==> src/rtl/imem_fetch_ctrl_if.sv <==
// Bundle of loader, instruction-memory and decode-facing signals of the fetch controller.
// slave is the controller's view; master is the view of the surrounding loader/memory/decode.
interface imem_fetch_ctrl_if #(
  parameter int unsigned IDX_W = 6
);
  localparam int unsigned WORD_W = 32;

  logic              load_req;
  logic              load_we;
  logic [IDX_W-1:0]  load_addr;
  logic [WORD_W-1:0] load_data;
  logic              load_done;
  logic              load_gnt;

  logic [IDX_W-1:0]  imem_addr;
  logic              imem_we;
  logic [WORD_W-1:0] imem_wdata;
  logic [WORD_W-1:0] imem_rdata;

  logic              stall;
  logic              branch_taken;
  logic [WORD_W-1:0] branch_target;
  logic [WORD_W-1:0] pc;
  logic [WORD_W-1:0] instr;
  logic              instr_valid;
  logic              fault;

  modport slave (
    input  load_req, load_we, load_addr, load_data, load_done,
    input  imem_rdata,
    input  stall, branch_taken, branch_target,
    output load_gnt,
    output imem_addr, imem_we, imem_wdata,
    output pc, instr, instr_valid, fault
  );

  modport master (
    output load_req, load_we, load_addr, load_data, load_done,
    output imem_rdata,
    output stall, branch_taken, branch_target,
    input  load_gnt,
    input  imem_addr, imem_we, imem_wdata,
    input  pc, instr, instr_valid, fault
  );
endinterface

==> src/rtl/imem_fetch_ctrl.sv <==
// Instruction-memory fetch controller: arbitrates the memory between the program loader and
// the fetch path, sequences the PC (fetch/branch/stall) and traps bad fetch addresses.
module imem_fetch_ctrl #(
  parameter int unsigned IDX_W    = 6,
  parameter logic [31:0] RESET_PC = 32'h0000_0000
) (
  input  logic             clk,
  input  logic             rst_n,
  imem_fetch_ctrl_if.slave bus
);
  localparam int unsigned PC_W  = 32;
  localparam int unsigned PC_WX = PC_W + 1;
  // Byte size of the memory, one bit wider so IDX_W up to 30 still fits.
  localparam logic [PC_W:0] MEM_BYTES = PC_WX'(1) << (IDX_W + 2);

  typedef enum logic [1:0] {
    ST_LOAD,
    ST_RUN,
    ST_FAULT
  } state_e;

  state_e            r_state;
  logic [PC_W-1:0]   r_fetch_pc;
  logic [PC_W-1:0]   r_pc;
  logic [PC_W-1:0]   r_instr;
  logic              r_instr_valid;
  logic              r_fault;

  logic              w_in_load;
  logic              w_bad_fetch;

  assign w_in_load   = (r_state == ST_LOAD);
  assign w_bad_fetch = (r_fetch_pc[1:0] != 2'b00) || ({1'b0, r_fetch_pc} >= MEM_BYTES);

  // Memory port belongs to the loader in LOAD, otherwise to the fetch path (read only).
  assign bus.load_gnt   = w_in_load;
  assign bus.imem_we    = w_in_load & bus.load_we;
  assign bus.imem_addr  = w_in_load ? bus.load_addr : r_fetch_pc[IDX_W+1:2];
  assign bus.imem_wdata = w_in_load ? bus.load_data : '0;

  assign bus.pc          = r_pc;
  assign bus.instr       = r_instr;
  assign bus.instr_valid = r_instr_valid;
  assign bus.fault       = r_fault;

  always_ff @(posedge clk) begin
    if (!rst_n) begin
      r_state       <= ST_LOAD;
      r_fetch_pc    <= RESET_PC;
      r_pc          <= '0;
      r_instr       <= '0;
      r_instr_valid <= 1'b0;
      r_fault       <= 1'b0;
    end else begin
      case (r_state)
        ST_LOAD: begin
          r_instr_valid <= 1'b0;
          if (bus.load_done) begin
            r_state    <= ST_RUN;
            r_fetch_pc <= RESET_PC;
          end
        end

        // Priority: reload, branch, bad address, stall, sequential fetch.
        ST_RUN: begin
          if (bus.load_req) begin
            r_state       <= ST_LOAD;
            r_instr_valid <= 1'b0;
          end else if (bus.branch_taken) begin
            r_fetch_pc    <= bus.branch_target;
            r_instr_valid <= 1'b0;
          end else if (w_bad_fetch) begin
            r_state       <= ST_FAULT;
            r_fault       <= 1'b1;
            r_instr_valid <= 1'b0;
            r_pc          <= r_fetch_pc;
          end else if (!bus.stall) begin
            r_instr       <= bus.imem_rdata;
            r_pc          <= r_fetch_pc;
            r_instr_valid <= 1'b1;
            r_fetch_pc    <= r_fetch_pc + PC_W'(4);
          end
        end

        ST_FAULT: begin
          r_instr_valid <= 1'b0;
          if (bus.load_req) begin
            r_state <= ST_LOAD;
            r_fault <= 1'b0;
          end
        end

        default: begin
          r_state       <= ST_LOAD;
          r_instr_valid <= 1'b0;
        end
      endcase
    end
  end
endmodule
==> src/flat_wrapper.sv <==
// flat-port wrapper written by rule: the top's interface ports become plain ports
module imem_fetch_ctrl_flat 
#(
  parameter int unsigned IDX_W    = 6,
  parameter logic [31:0] RESET_PC = 32'h0000_0000
)
  (clk, rst_n, bus_load_req, bus_load_we, bus_load_addr, bus_load_data, bus_load_done, bus_imem_rdata, bus_stall, bus_branch_taken, bus_branch_target, bus_load_gnt, bus_imem_addr, bus_imem_we, bus_imem_wdata, bus_pc, bus_instr, bus_instr_valid, bus_fault);
  imem_fetch_ctrl_if #(.IDX_W(IDX_W)) bus_i ();
  input  logic clk;
  input  logic rst_n;
  input wire logic [$bits(bus_i.load_req)-1:0] bus_load_req;
  input wire logic [$bits(bus_i.load_we)-1:0] bus_load_we;
  input wire logic [$bits(bus_i.load_addr)-1:0] bus_load_addr;
  input wire logic [$bits(bus_i.load_data)-1:0] bus_load_data;
  input wire logic [$bits(bus_i.load_done)-1:0] bus_load_done;
  input wire logic [$bits(bus_i.imem_rdata)-1:0] bus_imem_rdata;
  input wire logic [$bits(bus_i.stall)-1:0] bus_stall;
  input wire logic [$bits(bus_i.branch_taken)-1:0] bus_branch_taken;
  input wire logic [$bits(bus_i.branch_target)-1:0] bus_branch_target;
  output wire logic [$bits(bus_i.load_gnt)-1:0] bus_load_gnt;
  output wire logic [$bits(bus_i.imem_addr)-1:0] bus_imem_addr;
  output wire logic [$bits(bus_i.imem_we)-1:0] bus_imem_we;
  output wire logic [$bits(bus_i.imem_wdata)-1:0] bus_imem_wdata;
  output wire logic [$bits(bus_i.pc)-1:0] bus_pc;
  output wire logic [$bits(bus_i.instr)-1:0] bus_instr;
  output wire logic [$bits(bus_i.instr_valid)-1:0] bus_instr_valid;
  output wire logic [$bits(bus_i.fault)-1:0] bus_fault;
  assign bus_i.load_req = bus_load_req;
  assign bus_i.load_we = bus_load_we;
  assign bus_i.load_addr = bus_load_addr;
  assign bus_i.load_data = bus_load_data;
  assign bus_i.load_done = bus_load_done;
  assign bus_i.imem_rdata = bus_imem_rdata;
  assign bus_i.stall = bus_stall;
  assign bus_i.branch_taken = bus_branch_taken;
  assign bus_i.branch_target = bus_branch_target;
  assign bus_load_gnt = bus_i.load_gnt;
  assign bus_imem_addr = bus_i.imem_addr;
  assign bus_imem_we = bus_i.imem_we;
  assign bus_imem_wdata = bus_i.imem_wdata;
  assign bus_pc = bus_i.pc;
  assign bus_instr = bus_i.instr;
  assign bus_instr_valid = bus_i.instr_valid;
  assign bus_fault = bus_i.fault;
  imem_fetch_ctrl #(.IDX_W(IDX_W), .RESET_PC(RESET_PC)) u_core (.clk(clk), .rst_n(rst_n), .bus(bus_i));
endmodule
==> config.mk <==
export PLATFORM = sky130hd
export DESIGN_NAME = imem_fetch_ctrl_flat
export DESIGN_NICKNAME = d
export VERILOG_FILES = /design/src/rtl/imem_fetch_ctrl_if.sv /design/src/rtl/imem_fetch_ctrl.sv /design/src/flat_wrapper.sv
export SDC_FILE = /design/constraint.sdc
export NUM_CORES = 1
export LEC_CHECK = 0
export CORE_MARGIN = 3
export CORE_UTILIZATION = 44
export DETAILED_ROUTE_END_ITERATION = 8
export PLACE_DENSITY = 0.91
export SKIP_CTS_REPAIR_TIMING = 1
export SYNTH_ARGS = -nofsm -noshare
export SYNTH_HDL_FRONTEND = slang
export SYNTH_SLANG_ARGS = --single-unit
==> constraint.sdc <==
create_clock -name clk -period 6.3 [get_ports clk]
set_clock_uncertainty 0.2 [all_clocks]
set_input_delay 1.26 -clock clk [delete_from_list [all_inputs] [get_ports clk]]
set_output_delay 1.26 -clock clk [all_outputs]
set_load 0.1 [all_outputs]
### After elaboration in Yosys (flattened, before gate mapping)

Cells that the tools add are included.

* bitwise logic cells: 7
* magnitude comparators: 1
* equal/unequal tests: 12
* reduce and logical (&&, ||, !) cells: 11
* multiplexer cells: 21
* add/sub/neg operators: 1

Operator list (number)
* 32-bit two-way mux: 8
* 32-bit one-hot mux with 2 select lines: 1
* 32-bit by 3-bit adder with 32-bit output (second input constant): 1
* 32-bit by 9-bit >= comparator with 1-bit output (second input constant): 1
* 5-bit AND reduction: 3
* 2-bit two-way mux: 5
* 3-bit != test (second input constant): 3
* 2-bit != test (second input constant): 4
* 4-bit AND reduction: 2
* 6-bit two-way mux: 1
* 1-bit inverter: 6
* 2-bit one-hot mux with 3 select lines: 1
* 2-bit nonzero test: 3
* 5-bit OR reduction: 1
* 1-bit two-way mux: 4
* 2-bit by 1-bit != test with 1-bit output (second input constant): 2
* 3-bit by 2-bit != test with 1-bit output (second input constant): 1
* 2-bit by 1-bit == test with 1-bit output (second input constant): 1
* 2-bit == test (second input constant): 1
* 2-bit logical NOT: 1
* 1-bit one-hot mux with 2 select lines: 1
* 1-bit AND: 1
* 1-bit logical OR: 1

* input port bits: 109
* word-level logic and storage cells: 59
* output and inout port bits: 106
* flip-flop bits (word level): 100

### Longest topological paths before layout

Gate-level depths: netlist of the first run.

* word-level depth: 6
* depth in mapped cells: 8
* gate-level depth less buffers: 6

### Least setup slack after synthesis of the first run

OpenSTA, ideal clock, no wires.

* path kind: register to output
* start point: register u_core.r_state[1]
* end point: output port bus_imem_addr[0]
* data required time: 4840 ps
* slack: 1398 ps
* cell stages (with the launch flop): 5
* path buffers: 2
* arrival time: 3442 ps
* path through: dfxtp_1 buf_6 nor2_1 clkbuf_1 o21ai_0

* word-level cells in the longest chain between the ends: 2

RTL lines
* start, declared: RTL line imem_fetch_ctrl.sv:22 `state_e r_state;`
* start signal, assigned: RTL line imem_fetch_ctrl.sv:48 `r_state <= ST_LOAD;`
* start signal, assigned: RTL line imem_fetch_ctrl.sv:59 `r_state <= ST_RUN;`
* start signal, assigned: RTL line imem_fetch_ctrl.sv:67 `r_state <= ST_LOAD;`
* 2-bit logical NOT: RTL line imem_fetch_ctrl.sv:32 `assign w_in_load = (r_state == ST_LOAD);`
* via bus_load_gnt: RTL line flat_wrapper.sv:20 `output wire logic [$bits(bus_i.load_gnt)-1:0] bus_load_gnt;`
* 6-bit two-way mux: RTL line imem_fetch_ctrl.sv:38 `assign bus.imem_addr = w_in_load ? bus.load_addr : r_fetch_pc[IDX_W+1:2];`
* end, declared: RTL line flat_wrapper.sv:21 `output wire logic [$bits(bus_i.imem_addr)-1:0] bus_imem_addr;`

The timed path passes the listed nets, and every way through them passes these cells.

### Worst setup path after layout of the first run

* start point: register u_core.r_state[1]
* end point: output port bus_imem_wdata[8]

* word-level cells in the longest chain between the ends: 2

RTL lines
* 2-bit logical NOT: RTL line imem_fetch_ctrl.sv:32
* 32-bit two-way mux: RTL line imem_fetch_ctrl.sv:39 `assign bus.imem_wdata = w_in_load ? bus.load_data : '0;`
* end, declared: RTL line flat_wrapper.sv:23 `output wire logic [$bits(bus_i.imem_wdata)-1:0] bus_imem_wdata;`

No other way between the ends.

==> results of run 1 <==
[routing by layer]
layer / global-route usage / wire length [um] / part of all wire
met1: 0.320 / 6240 / 0.42
met2: 0.405 / 7390 / 0.49
met3: 0.0366 / 1140 / 0.076
met4: 0.0857 / 208 / 0.014
met5: 0 / 0 / 0
[power by group]
part	internal (uW)	leakage (uW)	switching, uW	total (uW)
combinational	136	0.00139	296	432
clock	229	0.000108	234	462
sequential	641	0.000807	10.4	651
total	1010	0.00231	540	1550
[placed cells by master (no fill, tap or decap), types with 7 or more instances in the layout]
cell,n
o21ai_0,66
a211oi_1,9
a21oi_1,16
mux2i_1,8
o31ai_1,7
a32o_1,9
clkbuf_8,9
dfxtp_1,100
nor4_1,9
clkdlybuf4s50_1,213
and2_1,38
nand3_1,83
nand2_1,85
o21ai_1,11
[worst max-delay path, cell delays in order, from the launching register on]
cell	delay, ns
dfxtp_1	0.42
nor2_2	0.91
and2_1	0.30
clkdlybuf4s50_1	1.17
[cells by family (layout without fill, tap and decap cells)]
group                    count (synthesis)  in the layout  share of synthesized area
buffers and inverters                   50            241                     0.0568
XOR/XNOR                                 1              1                    0.00193
AND/OR/NAND/NOR                        245            245                      0.273
multiplexers                            12             12                     0.0276
AO/OA/AOI/OAI                          141            141                      0.194
flip-flops                             100            100                      0.441
adder cells (fa/ha/maj)                  2              2                    0.00551
[final timing paths]
| kind | start | slack [ns] | depth (start not counted) | endpoint |
|---|---|---|---|---|
| setup / recovery | u_core.r_state[1] | 1.66 | 3 | bus_imem_wdata[8] |
| hold / removal | u_core.bus.instr[26] | 0.26 | 2 | u_core.bus.instr[26] |
| hold reg to reg | u_core.bus.instr[26] | 0.26 | 2 | u_core.bus.instr[26] |
| setup reg to reg | u_core.r_fetch_pc[22] | 3.01 | 5 | u_core.r_fetch_pc[26] |
[metrics by stage]
stage	cells	area, um^2	hold slack (ns)	util
after detailed placement	859	6650	0.249	0.671
after global placement	859	6650	0.238	0.671
final	875	6870	0.261	0.694
after global routing	875	6870	0.272	0.694
after floorplan	551	4540	0.244	-
after CTS	875	6870	0.263	0.694
[flip-flops by register name (all words and copies together) (netlist names)]
register and flops:
u_core.bus.instr_valid 1, u_core.bus.pc 32, u_core.bus.fault 1, u_core.r_fetch_pc 32, u_core.bus.instr 32, u_core.r_state 2
[final cells by class]
cell class / instances / share of cell area
clock buffers: 10 / 0.0186
clock inverters: 6 / 0.0137
inverters: 6 / 0.00328
multi-input cells: 401 / 0.332
flip-flops and latches: 100 / 0.291
well taps: 133 / 0.0242
repair buffers: 219 / 0.317
==> results.sh, run 1 <==
export IMPL_status="finished clean"
export IMPL_yosys_top_cells_count="100 x dfxtp_1, 85 x nand2_1, 83 x nand3_1"
export IMPL_register_area_um2=2000
export IMPL_cap_violations=0
export IMPL_yosysUniqueCellTypes=53
export IMPL_synth_nets=662
export IMPL_min_path_type="register to register"
export IMPL_die_h_um=108
export IMPL_power_uw=1550
export IMPL_yosys_area_top_type="dfxtp_1"
export IMPL_grt_pass1_vias=4575
export IMPL_dp_hpwl_um=11000
export IMPL_finalSetupViolCount=0
export IMPL_worstSetupPathType="register to output pin"
export IMPL_antennaDiodeCount=0
export IMPL_cts_buffers=9
export IMPL_ys_warn_count=0
export IMPL_drtAntennaViolNets=0
export IMPL_clock_tree_buffer_depth=2
export IMPL_ioPinCount=215
export IMPL_p_per_area_nw_per_um2=225
export IMPL_fmax_mhz=216
export IMPL_tightest_slew_ns=1.17
export IMPL_async_flop_share=0
export IMPL_grt_ovfl_total=0
export IMPL_critPathMaxFanout=42
export IMPL_clk_pin_slew_worst_paths_ns=0.10
export IMPL_rsz0062_at_grt="no"
export IMPL_synth_top_area_frac=0.441
export IMPL_antenna_found_initial=0
export IMPL_p_leak_uw=0.00231
export IMPL_grt_usage=0.243
export IMPL_row_count=36
export IMPL_vias=4841
export IMPL_layout_nets=848
export IMPL_ir_drop_v=0.000121
export IMPL_wire_per_inst_um=17.1
export IMPL_dieWidth_um=108
export IMPL_tns_ns=0
export IMPL_port_buffer_count=214
export IMPL_hold_viol_final=0
export IMPL_core_area_um2=9910
export IMPL_drive_above_1_share=0.0431
export IMPL_end_kind="output pin"
export IMPL_multi_input_area_um2=2280
export IMPL_synthTopCellsByArea="dfxtp_1 44%, nand3_1 9.1%, o21ai_0 7.3%"
export IMPL_start_kind="register"
export IMPL_synth_edf_count=0
export IMPL_syn_inst=551
export IMPL_crit_required_ns=4.84
export IMPL_clockRootBuffer="clkbuf_8"
export IMPL_floorplan_initialDensity=0.458
export IMPL_setup_slack_ns=1.66
export IMPL_avgSynthCellArea_um2=8.24
export IMPL_die_area_um2=11600
export IMPL_dr_pass1_iters=8
export IMPL_syn2layout_area_growth_pct=51.4
export IMPL_period_needed_ns=4.64
export IMPL_cts_tree="yes"
export IMPL_grt_pass1_wl_um=22700
export IMPL_grt_max_degree=81
export IMPL_drt_wl_total_um=15000
export IMPL_clkLatencyLatePin_ns=0.36
export IMPL_post_route_period_util=0.736
export IMPL_cts_htree_levels=3
export IMPL_synth_most_common_cell="dfxtp_1"
export IMPL_nFillCells=757
export IMPL_post_route_drc_count=0
export IMPL_yosysSeqAreaShare=0.441
export IMPL_yosys_most_used_dff="dfxtp_1"
export IMPL_viasPerCell=5.53
export IMPL_crit_arrival_ns=3.18
export IMPL_netlist_area_um2=4540
export IMPL_drt_iter0_markers=546
export IMPL_cts_sinks=100
export IMPL_gp_congestion=0.886
export IMPL_relSlewSlack=0.222
export IMPL_ys_seq_elements=100
export IMPL_slew_viol_final=0
export IMPL_place_ws_ns=1.78
(Power assumes the default switching activity.)
==> run 2, diff against run 1 <==
--- a/config.mk
+++ b/config.mk
@@ -6,9 +6,9 @@
 export NUM_CORES = 1
 export LEC_CHECK = 0
 export CORE_MARGIN = 3
-export CORE_UTILIZATION = 44
+export CORE_UTILIZATION = 37
 export DETAILED_ROUTE_END_ITERATION = 8
-export PLACE_DENSITY = 0.91
+export PLACE_DENSITY = 0.82
 export SKIP_CTS_REPAIR_TIMING = 1
 export SYNTH_ARGS = -nofsm -noshare
 export SYNTH_HDL_FRONTEND = slang
==> constraint.sdc (replaced) <==
create_clock -name clk -period 4 [get_ports clk]
set_clock_uncertainty 0.2 [all_clocks]
set_input_delay 0.8 -clock clk [delete_from_list [all_inputs] [get_ports clk]]
set_output_delay 0.8 -clock clk [all_outputs]
set_load 0.1 [all_outputs]
==> run 2 against run 1 <==
  * Core utilization down 10 points
  * Non-clock buffer count grew 4
  * Clock-buffer cell count unchanged
  * Sequential share of layout area shrank 0.15 points
  * Power rose by 67%
  * Combinational power grew 56%
  * Critical path depth grew 2
  * Cell count up 1.6%
==> results.sh, run 2 (same netlist as run 1, synthesis figures left out) <==
export IMPL_status="finished clean"
export IMPL_antenna_found_initial=0
export IMPL_tns_ns=0
export IMPL_die_h_um=117
export IMPL_hold_ws_ns=0.250
export IMPL_grt_pass1_wl_um=21500
export IMPL_nFillCells=1044
export IMPL_sequentialPowerShare=0.398
export IMPL_rsz0062_at_grt="no"
export IMPL_drtAntennaViolNets=0
export IMPL_port_buffer_count=214
export IMPL_viasPerCell=5.37
export IMPL_hold_viol_final=0
export IMPL_drive_above_1_share=0.103
export IMPL_cts_htree_levels=3
export IMPL_power_switching_uw=857
export IMPL_fmax_mhz=303
export IMPL_end_kind="register"
export IMPL_grt_busiest_layer="met2"
export IMPL_dp_hpwl_um=10700
export IMPL_worstSetupPathType="register to register"
export IMPL_grt_pass1_vias=4211
export IMPL_gr_usage_met2=0.320
export IMPL_setup_slack_ns=0.699
export IMPL_dieWidth_um=117
export IMPL_p_leak_uw=0.00242
export IMPL_cts_sinks=100
export IMPL_met1_usage=0.273
export IMPL_netSwitchingFraction=0.332
export IMPL_clkLatencyLatePin_ns=0.34
export IMPL_dr_pass1_iters=5
export IMPL_period_needed_ns=3.30
export IMPL_grt_max_degree=102
export IMPL_layout_nets=852
export IMPL_vias=4771
export IMPL_ir_drop_v=0.000215
export IMPL_cts_buffers=9
export IMPL_cts_tree="yes"
export IMPL_cap_violations=0
export IMPL_wire_per_inst_um=16.3
export IMPL_final_common_cell="clkdlybuf4s50_1"
export IMPL_core_area_um2=11700
export IMPL_dp_cells=873
export IMPL_post_route_period_util=0.825
export IMPL_die_area_um2=13600
export IMPL_register_area_um2=2000
export IMPL_start_kind="register"
export IMPL_power_uw=2580
export IMPL_crit_required_ns=4.05
export IMPL_relSlewSlack=0.313
export IMPL_drt_iter0_markers=507
export IMPL_stdcell_count=889
export IMPL_power_internal_uw=1720
export IMPL_p_comb_frac=0.261
export IMPL_clockRootBuffer="clkbuf_16"
export IMPL_place_ws_ns=0.605
export IMPL_use_met3=0.0314
export IMPL_tightest_slew_ns=1.03
export IMPL_syn2layout_area_growth_pct=52.1
export IMPL_crit_arrival_ns=3.35
export IMPL_p_per_area_nw_per_um2=373
export IMPL_clk_pin_slew_worst_paths_ns=0.07
export IMPL_antennaDiodeCount=0
export IMPL_clock_tree_buffer_depth=2
export IMPL_drt_wl_total_um=14500
export IMPL_row_count=39
export IMPL_gp_congestion=0.892
export IMPL_grt_usage=0.198
export IMPL_critPathMaxFanout=20
export IMPL_clock_power_share=0.341
export IMPL_min_path_type="register to register"
export IMPL_slew_viol_final=0
export IMPL_grt_ovfl_total=0
export IMPL_floorplan_initialDensity=0.388
export IMPL_ioPinCount=215
export IMPL_post_route_drc_count=0
export IMPL_multi_input_area_um2=2280
export IMPL_mostFrequentLayoutCells="173 x clkdlybuf4s50_1, 100 x dfxtp_1, 85 x nand2_1"
export IMPL_finalSetupViolCount=0
[run 2: cell count changes in the layout (fill, tap and decap cells not counted)]
| cell | delta |
|---|---|
| clkinv_2 | +3 |
| bufinv_16 | -1 |
| buf_4 | +43 |
| clkbuf_1 | -1 |
| buf_12 | +1 |
| clkbuf_16 | +9 |
| clkdlybuf4s50_1 | -40 |
| clkbuf_8 | -8 |
| inv_6 | -2 |
| clkinv_4 | +1 |
| clkinvlp_4 | -1 |
[run 2: final cells by class]
class	instances	share of cell area
clock buffer	10	0.0346
timing repair buffer	223	0.307
inverter	6	0.00326
multi-input combinational	401	0.331
tap	143	0.0259
clock inverter	6	0.00906
sequential	100	0.290
[run 2: power by group through the flow]
stage               registers (uW)  clock network, uW  logic (uW)
floorplan                     1080                  0         421
global placement              1050                  0         669
detailed placement            1050                  0         671
CTS                           1030                898         674
global route                  1030                947         702
finish                        1030                877         673
[run 2: stage by stage]
stage / instance area [um^2] / util
6_report: 6910 / 0.590
3_3_place_gp: 6610 / 0.564
3_5_place_dp: 6610 / 0.564
5_1_grt: 6910 / 0.590
2_1_floorplan: 4540 / -
4_1_cts: 6910 / 0.590
[run 2: final timing paths]
| kind | from | to | slack, ns | cells past startpoint |
|---|---|---|---|---|
| worst max-delay path | u_core.r_fetch_pc[10] | u_core.r_fetch_pc[26] | 0.70 | 5 |
| worst min-delay path | u_core.bus.instr[25] | u_core.bus.instr[25] | 0.25 | 2 |
| worst max register to register | u_core.r_fetch_pc[10] | u_core.r_fetch_pc[26] | 0.70 | 5 |
| worst min register to register | u_core.bus.instr[25] | u_core.bus.instr[25] | 0.25 | 2 |
[run 2: worst max-delay path, cell delays in order (launching register included)]
cell	delay (ns)
dfxtp_1	0.38
nor4_1	0.41
nand4_2	0.33
o21ai_2	0.69
and2_1	0.89
mux2i_1	0.29
[run 2: per-layer routing]
layer / up-vias / share of wire
li1: 2358 / -
met1: 2161 / 0.45
met4: 0 / 0.016
met3: 23 / 0.077
met5: - / 0
met2: 229 / 0.46
==> run 3, diff against run 2 <==
--- a/config.mk
+++ b/config.mk
@@ -6,9 +6,9 @@
 export NUM_CORES = 1
 export LEC_CHECK = 0
 export CORE_MARGIN = 3
-export CORE_UTILIZATION = 37
+export CORE_UTILIZATION = 41
 export DETAILED_ROUTE_END_ITERATION = 8
-export PLACE_DENSITY = 0.82
+export PLACE_DENSITY = 0.86
 export SKIP_CTS_REPAIR_TIMING = 1
 export SYNTH_ARGS = -nofsm -noshare
 export SYNTH_HDL_FRONTEND = slang
==> constraint.sdc (replaced) <==
create_clock -name clk -period 3.2 [get_ports clk]
set_clock_uncertainty 0.2 [all_clocks]
set_input_delay 0.64 -clock clk [delete_from_list [all_inputs] [get_ports clk]]
set_output_delay 0.64 -clock clk [all_outputs]
set_load 0.1 [all_outputs]
==> run 3 against run 2 <==
  * Global-route usage is 3.1 points higher
  * Routed wire length is 2.2% higher
  * Largest power group unchanged
  * Largest cell class is now non-clock buffers
  * Clock power is 12% lower
  * Power is 18% higher
  * Via count is 2.3% higher
  * Sequential share of layout area is 1.1 points lower
  * Cell area is 3.8% higher
==> results.sh, run 3 (same netlist as run 1, synthesis figures left out) <==
export IMPL_status="finished clean"
export IMPL_fmax_mhz=345
export IMPL_post_route_period_util=0.906
export IMPL_post_route_drc_count=0
export IMPL_final_common_cell="clkdlybuf4s50_1"
export IMPL_setup_slack_ns=0.300
export IMPL_viasPerCell=5.52
export IMPL_floorplan_initialDensity=0.430
export IMPL_clk_pin_slew_worst_paths_ns=0.09
export IMPL_end_kind="output pin"
export IMPL_drtAntennaViolNets=0
export IMPL_antenna_found_initial=0
export IMPL_cap_violations=0
export IMPL_relSlewSlack=0.347
export IMPL_layout_nets=855
export IMPL_stdcell_count=885
export IMPL_cts_buffers=9
export IMPL_syn2layout_area_growth_pct=57.9
export IMPL_grt_pass1_vias=4642
export IMPL_reg2reg_depth=5
export IMPL_worstSetupPathType="register to output pin"
export IMPL_clockRootBuffer="clkbuf_8"
export IMPL_die_area_um2=12400
export IMPL_whs_path_depth=2
export IMPL_dr_pass1_iters=5
export IMPL_slew_viol_final=0
export IMPL_grt_pass1_wl_um=23600
export IMPL_nFillCells=803
export IMPL_grt_usage=0.229
export IMPL_cts_sinks=100
export IMPL_crit_arrival_ns=2.06
export IMPL_tightest_slew_ns=0.980
export IMPL_placed_cell_area_um2=6980
export IMPL_r2r_slack_ns=0.47
export IMPL_gp_congestion=0.930
export IMPL_worstHoldEndpoint="u_core.bus.instr[23]"
export IMPL_dp_cells=869
export IMPL_grt_ovfl_total=0
export IMPL_crit_required_ns=2.36
export IMPL_dieWidth_um=111
export IMPL_min_path_type="register to register"
export IMPL_place_ws_ns=0.259
export IMPL_critPathMaxFanout=18
export IMPL_die_h_um=111
export IMPL_p_leak_uw=0.00269
export IMPL_hold_viol_final=0
export IMPL_period_needed_ns=2.90
export IMPL_wire_per_inst_um=16.8
export IMPL_core_area_um2=10600
export IMPL_ir_drop_v=0.000259
export IMPL_row_count=37
export IMPL_mostFrequentLayoutCells="107 x clkdlybuf4s50_1, 100 x dfxtp_1, 85 x nand2_1"
export IMPL_min_from="u_core.bus.instr[23]"
export IMPL_final_area_um2=7170
export IMPL_clock_tree_buffer_depth=2
export IMPL_cts_tree="yes"
export IMPL_dp_hpwl_um=11100
export IMPL_vias=4882
export IMPL_port_buffer_count=214
export IMPL_start_kind="register"
export IMPL_drt_wl_total_um=14800
export IMPL_finalSetupViolCount=0
export IMPL_drive_above_1_share=0.194
export IMPL_ioPinCount=215
export IMPL_cts_htree_levels=3
export IMPL_grt_max_degree=147
export IMPL_p_per_area_nw_per_um2=424
export IMPL_drt_iter0_markers=569
export IMPL_r2r_end="u_core.r_fetch_pc[30]"
export IMPL_clkLatencyLatePin_ns=0.36
export IMPL_antennaDiodeCount=0
export IMPL_rsz0062_at_grt="no"
export IMPL_r2r_start="u_core.r_fetch_pc[10]"
run 3: how the worst max path moves through the flow:
stage | from | cells after the start | end | slack (ns)
floorplan | u_core.r_state[1] | 4 | bus_imem_addr[0] | -0.08
global placement | bus_stall | 6 | u_core.r_fetch_pc[5] | 0.33
detailed placement | bus_stall | 6 | u_core.r_fetch_pc[30] | 0.26
CTS | u_core.r_state[1] | 4 | bus_imem_wdata[31] | 0.29
global route | u_core.r_state[1] | 4 | bus_imem_wdata[31] | 0.17
finish | u_core.r_state[1] | 4 | bus_imem_wdata[31] | 0.30
run 3: layout make-up:
class / instances / area (um^2) / share of cell area
multi-input combinational: 401 / 2280 / 0.319
tap: 136 / 170 / 0.0237
timing repair buffer: 226 / 2500 / 0.349
clock inverter: 3 / 18.8 / 0.00262
sequential: 100 / 2000 / 0.279
inverter: 6 / 22.5 / 0.00314
clock buffer: 13 / 169 / 0.0236
run 3: layer usage:
layer	routed length (um)	vias up	track usage
met2	7190	284	0.387
met5	0	-	0
met4	183	0	0.0503
met3	1350	18	0.0540
li1	-	2359	-
met1	6090	2221	0.297
run 3: power by group:
group,switching (uW),internal (uW)
combinational,609,375
sequential,21.5,1260
clock,424,348
total,1060,1990
run 3: through the flow:
stage / util / TNS [ns] / total power [uW] / hold slack (ns)
final: 0.679 / 0 / 3040 / 0.258
after global routing: 0.679 / 0 / 3150 / 0.281
after CTS: 0.679 / 0 / 3050 / 0.259
after detailed placement: 0.661 / 0 / 2290 / 0.247
after global placement: 0.661 / 0 / 2280 / 0.239
after floorplan: - / -0.159 / 1880 / 0.244
run 3: worst max-delay path, stage by stage (launching register included):
cell     delay, ns
dfxtp_1       0.42
nor2_2        0.56
buf_4         0.30
and2_1        0.21
buf_12        0.19
